## config.mk

```make
export PLATFORM = sky130hd
export DESIGN_NAME = counter_univ_n
export DESIGN_NICKNAME = d
export VERILOG_FILES = /design/src/rtl/counter_univ_n_pkg.sv /design/src/rtl/counter_next_val.sv /design/src/rtl/counter_univ_n.sv
export SDC_FILE = /design/constraint.sdc
export NUM_CORES = 1
export LEC_CHECK = 0
export CAP_MARGIN = 10
export CORE_UTILIZATION = 47
export CTS_BUF_LIST = sky130_fd_sc_hd__clkbuf_8 sky130_fd_sc_hd__clkbuf_16
export DETAILED_ROUTE_END_ITERATION = 10
export PLACE_DENSITY = 0.8
export SETUP_SLACK_MARGIN = 0.05
export SLEW_MARGIN = 40
export SYNTH_ARGS = -nofsm -noshare
export SYNTH_HDL_FRONTEND = slang
export SYNTH_SLANG_ARGS = --single-unit
```

## constraint.sdc

```tcl
create_clock -name clk -period 2.9 [get_ports clk]
set_input_delay 0.58 -clock clk [delete_from_list [all_inputs] [get_ports clk]]
set_output_delay 0.58 -clock clk [all_outputs]
set_load 0.005 [all_outputs]
```

## src/rtl/counter_univ_n_pkg.sv

```systemverilog
// Shared definitions for the universal counter family: mode constants,
// the per-edge operation encoding and the priority decode helper.
package counter_univ_n_pkg;

  // Limit behaviour selectors for the SATURATE parameter
  localparam bit CNT_MODE_WRAP = 1'b0;
  localparam bit CNT_MODE_SAT  = 1'b1;

  // Operation applied to the count register on a given edge (reset aside)
  typedef enum logic [1:0] {
    OP_HOLD  = 2'd0,
    OP_CLR   = 2'd1,
    OP_LOAD  = 2'd2,
    OP_COUNT = 2'd3
  } cnt_op_e;

  // Functional priority: clr > load > en; nothing asserted means hold
  function automatic cnt_op_e sel_op(input logic clr, input logic load, input logic en);
    if (clr) begin
      return OP_CLR;
    end
    if (load) begin
      return OP_LOAD;
    end
    if (en) begin
      return OP_COUNT;
    end
    return OP_HOLD;
  endfunction

endpackage

```

## src/rtl/counter_next_val.sv

```systemverilog
// Combinational successor of the count and limit-event decode.
// The limit is detected against MOD-1 / 0 so MOD == 2**WIDTH needs no
// WIDTH+1-bit constant on the compare side.
module counter_next_val
  import counter_univ_n_pkg::*;
#(
  parameter int              WIDTH    = 8,
  parameter longint unsigned MOD      = 256,
  parameter bit              SATURATE = CNT_MODE_WRAP
) (
  input  logic [WIDTH-1:0] q,
  input  logic             up,
  output logic [WIDTH-1:0] q_next,
  output logic             limit
);

  localparam logic [WIDTH-1:0] MAX_Q = WIDTH'(MOD - 64'd1);
  localparam logic [WIDTH:0]   ONE_X = {{WIDTH{1'b0}}, 1'b1};

  logic [WIDTH:0] inc_ext;
  logic [WIDTH:0] dec_ext;
  logic           unused_carry;

  // Steps are taken one bit wider; away from a limit the top bit stays clear
  assign inc_ext      = {1'b0, q} + ONE_X;
  assign dec_ext      = {1'b0, q} - ONE_X;
  assign unused_carry = inc_ext[WIDTH] ^ dec_ext[WIDTH];

  // Select the next value and flag a wrap/saturation event at either limit
  always_comb begin
    q_next = q;
    limit  = 1'b0;
    if (up) begin
      if (q == MAX_Q) begin
        limit  = 1'b1;
        q_next = (SATURATE == CNT_MODE_SAT) ? MAX_Q : '0;
      end else begin
        q_next = inc_ext[WIDTH-1:0];
      end
    end else begin
      if (q == '0) begin
        limit  = 1'b1;
        q_next = (SATURATE == CNT_MODE_SAT) ? '0 : MAX_Q;
      end else begin
        q_next = dec_ext[WIDTH-1:0];
      end
    end
  end

endmodule

```

## src/rtl/counter_univ_n.sv

```systemverilog
// Universal binary counter: configurable width/modulus, up/down, parallel
// load with clamp, sync clear, wrap or saturate, tick flags and a
// registered one-cycle wrap pulse.
module counter_univ_n
  import counter_univ_n_pkg::*;
#(
  parameter int              WIDTH     = 8,
  parameter longint unsigned MOD       = 256,
  parameter bit              SATURATE  = CNT_MODE_WRAP,
  parameter longint unsigned RESET_VAL = 0
) (
  input  logic             clk,
  input  logic             reset,
  input  logic             clr,
  input  logic             load,
  input  logic [WIDTH-1:0] d,
  input  logic             en,
  input  logic             up,
  output logic [WIDTH-1:0] q,
  output logic             max_tick,
  output logic             min_tick,
  output logic             wrap
);

  localparam logic [WIDTH-1:0] MAX_Q = WIDTH'(MOD - 64'd1);
  localparam logic [WIDTH-1:0] RST_Q = WIDTH'(RESET_VAL);

  // Refuse to build with a modulus or reset value the counter cannot hold
  if (WIDTH < 1 || WIDTH > 32 || MOD < 64'd2 || MOD > (64'd1 << WIDTH) ||
      RESET_VAL >= MOD) begin : g_param_err
    $error("counter_univ_n: illegal WIDTH/MOD/RESET_VAL combination");
  end

  logic [WIDTH-1:0] q_next;
  logic             limit;
  logic [WIDTH-1:0] d_clamped;
  cnt_op_e          op;

  counter_next_val #(
    .WIDTH    (WIDTH),
    .MOD      (MOD),
    .SATURATE (SATURATE)
  ) u_next (
    .q      (q),
    .up     (up),
    .q_next (q_next),
    .limit  (limit)
  );

  // Out-of-range load values land on the top of the count range
  assign d_clamped = (d > MAX_Q) ? MAX_Q : d;
  assign op        = sel_op(clr, load, en);

  // Count register and wrap pulse: reset first, then clr > load > en
  always_ff @(posedge clk) begin
    if (reset) begin
      q    <= RST_Q;
      wrap <= 1'b0;
    end else begin
      unique case (op)
        OP_CLR: begin
          q    <= RST_Q;
          wrap <= 1'b0;
        end
        OP_LOAD: begin
          q    <= d_clamped;
          wrap <= 1'b0;
        end
        OP_COUNT: begin
          q    <= q_next;
          wrap <= limit;
        end
        default: begin
          wrap <= 1'b0;
        end
      endcase
    end
  end

  assign max_tick = (q == MAX_Q);
  assign min_tick = (q == '0);

endmodule
```

==> impl_results.md <==
* Die Wd at 45.5 µm
* Max_slew headroom at 0.591
* Clk sinks at 9
* N_diodes at 0
* Final Max Slew Viols at 0
* Core Util, Final at 0.687
* Dpl cells at 168
* Hold depth at 2
* CP arrival at 2.10 ns
* Area of the multi-input gates at 603 µm²
* Status: completed
* Worst path most repeated cell: inv_2
* Filler cells at 159
* Slew @ Worst Pin at 0.610 ns
* Share of cells above drive strength 1 at 0.167
* Tcrit/Tclk final at 0.923
* Proportion of synthesized chip area in sequential cells at 0.203
* Slack of the worst reg-to-reg path at 0.69 ns
* Worst Slack Setup Final at 0.225 ns
* Core area at 1750 µm²
* Worst hold start: q[6]
* # setup viols final at 0
* Max incr delay on CP at 0.55 ns
* Reg clk slew, reported paths at 0.05 ns
* Worst path buffer plus inverter count at 3
* Leak at 0.439 nW
* Worst VDD drop at 0.000211 V
* Hold Vio Cnt, Final at 0
* Crit Reg-Reg Endpoint: q[4]
* Chip Height at 45.5 µm
* Post-Synthesis Cell Area at 890 µm²
* DR vias at 987
* Critical path fanouts, max at 3
* Initial antenna violation count at 0
* Reg area at 180 µm²
* CP delay by family, top: simple AND/OR/NAND/NOR gates
* Path type of the worst setup path: flip-flop to primary output
* Area Growth Syn to Fin at 34.9%
* Htree depth at 1
* Setup Total Neg Slack at 0 ns
* Hold Crit Class: flip-flop to flip-flop
* Worst setup EP type: primary output
* Post-DP HPWL at 1780 µm
* GPL Wtd Cong at 0.829
* Share of the synthesized area in the top cell type at 0.203
* Pre-Repair DR Iteration Count at 4
* Maximum number of pins on one net before global-route repair at 17
* Max_cap viols at 0
* Clk_lat worst skew at 0.24 ns
* Finished Layout Cells at 175
* FMAX at 0.374 GHz
* Post-synthesis cell count at 123
* R2R cell count at 8
* CP startpoint kind: flip-flop
* Drt initial violations at 46
* Synthesized net count at 140
* Cell taking the most area after synthesis: dfxtp_1
* Vias in the first global route at 868
* Worst Skew at 0.00294 ns
* Initial core utilization at 0.510
* Total CTS buffers at 3
* Netlist cell types at 37
* Total power at 0.000426 W
* Synthesized flop and latch total at 9
* Final WL at 2360 µm
* CTS root buf: clkbuf_8
* FF-to-FF Start: q[1]
* Row cnt at 15
* TritonCTS clock tree: yes
* CP cell instances: inv_2 -> ha_1 -> or4b_4 -> or4_4 -> inv_2 -> dlygate4sd2_1
* Nets at 168
* Slowest CP cell: or4_4
* GR Util All Layers at 0.261
* RSZ-0062 raised after global routing: no
* Post-DRT Antenna Nets at 0
* Die ar. at 2070 µm²
* WP data required at 2.32 ns
* GRT Residual Overflow at 0
* WL/cell at 13.5 µm
* Longest Clk Path Bufs at 2
* First-pass GRT wire length at 3800 µm
* CTS Hold Buffers Added at 0
* # IOs at 25
* Place WS at 0.202 ns
* DR DRC count at 0
* Syn. warnings at 0
* Worst hold endpoint: q[6]
* Synth area leaders: dfxtp_1, a21oi_1, nor3b_1
* Tmin final at 2.68 ns
* Vias per cell at 5.64
* Port Buffer Count at 24
* Power Dens Cells at 355 nW/µm²
* Syn avg cell area at 7.23 µm²
## placed cells by master, fill, tap and decap left out, types with 4 or more instances in the layout
| cell type | synthesis | layout |
|---|---|---|
| nor3b_1 | 8 | 8 |
| o21ai_0 | 6 | 6 |
| nor2_1 | 10 | 10 |
| clkdlybuf4s50_1 | 0 | 23 |
| a21oi_1 | 16 | 16 |
| nand3_1 | 4 | 4 |
| buf_4 | 0 | 11 |
| nor3_1 | 10 | 10 |
| nand2_1 | 9 | 9 |
| dfxtp_1 | 9 | 9 |
## worst max-delay path by stage
| stage | startpoint | end | slack (ns) | cells after the start |
|---|---|---|---|---|
| after detailed placement | q[0] | min_tick | 0.20 | 6 |
| after global placement | q[0] | min_tick | 0.27 | 6 |
| after global routing | q[1] | min_tick | 0.16 | 6 |
| final | q[1] | min_tick | 0.22 | 6 |
| after floorplan | q[1] | min_tick | 0.61 | 6 |
| after CTS | q[1] | min_tick | 0.23 | 6 |
## Yosys cell counts
master,n
nand2b_1,1
xor2_1,2
ha_1,3
buf_2,1
xnor2_1,3
o311ai_0,2
a2111oi_0,1
clkbuf_1,6
and2_2,1
or3_1,2
a31o_2,2
nor3b_1,8
or4b_4,1
or4_1,2
dfxtp_1,9
or2_2,1
o21ai_0,6
o21ai_1,1
nor2_1,10
buf_6,2
a221o_1,1
nor3_1,10
or4_4,1
inv_1,5
nand3_1,4
a211oi_2,1
a21oi_1,16
o31ai_1,1
clkbuf_8,2
o21a_1,2
nor4_1,2
nand2_1,9
or2b_2,1
a41o_1,1
clkdlybuf4s15_1,1
a31oi_1,1
nand4_1,1
## power breakdown
| part | internal, W | switching, W |
|---|---|---|
| logic | 0.0000768 | 0.0000637 |
| clock network | 0.0000926 | 0.0000544 |
| registers | 0.000130 | 0.00000815 |
| total | 0.000299 | 0.000126 |
## routing by layer
layer,vias up,wire length [µm],global-route usage
met5,-,0,0
met3,4,118,0.0476
met2,39,1140,0.417
met4,0,38,0.109
li1,500,-,-
met1,444,1070,0.342
## per-stage QoR
stage               hold WS (ns)  instance area (µm²)
global placement           0.669                 1130
global route               0.736                 1200
floorplan                  0.604                  890
finish                     0.692                 1200
detailed placement         0.674                 1130
CTS                        0.681                 1200
## logic make-up (layout without fill, tap and decap cells)
logic type | after synthesis | in the layout | synth area share
adder cells (fa/ha/maj) | 3 | 3 | 0.0422
AND/OR/NAND/NOR | 54 | 54 | 0.339
AO/OA/AOI/OAI | 35 | 35 | 0.248
XOR/XNOR | 5 | 5 | 0.0492
buffers and inverters | 17 | 44 | 0.120
flip-flops | 9 | 9 | 0.203
## flip-flops by register name (all words and copies together) (netlist names)
| register | count |
|---|---|
| wrap | 1 |
| q | 8 |
## cell type report
class	instances	share of cell area
Clock buffer	3	0.0344
Timing Repair Buffer	35	0.268
Clock inverter	1	0.00313
Multi-Input combinational cell	97	0.503
Sequential cell	9	0.150
Tap cell	25	0.0261
Inverter	5	0.0156
## worst reg2reg max path: stages, from the launching register on
cell	delay, ns
dfxtp_1	0.31
inv_2	0.07
ha_1	0.15
or4b_4	0.47
or4_4	0.55
buf_4	0.16
a211oi_2	0.16
o21ai_1	0.10
a21oi_1	0.16
## repair_timing
| action | in CTS | in global routing |
|---|---|---|
| buffers inserted | 3 | 0 |
| setup endpoints to repair | 1 | 0 |
| gates resized for setup | 4 | 0 |
(Power assumes the default switching activity.)
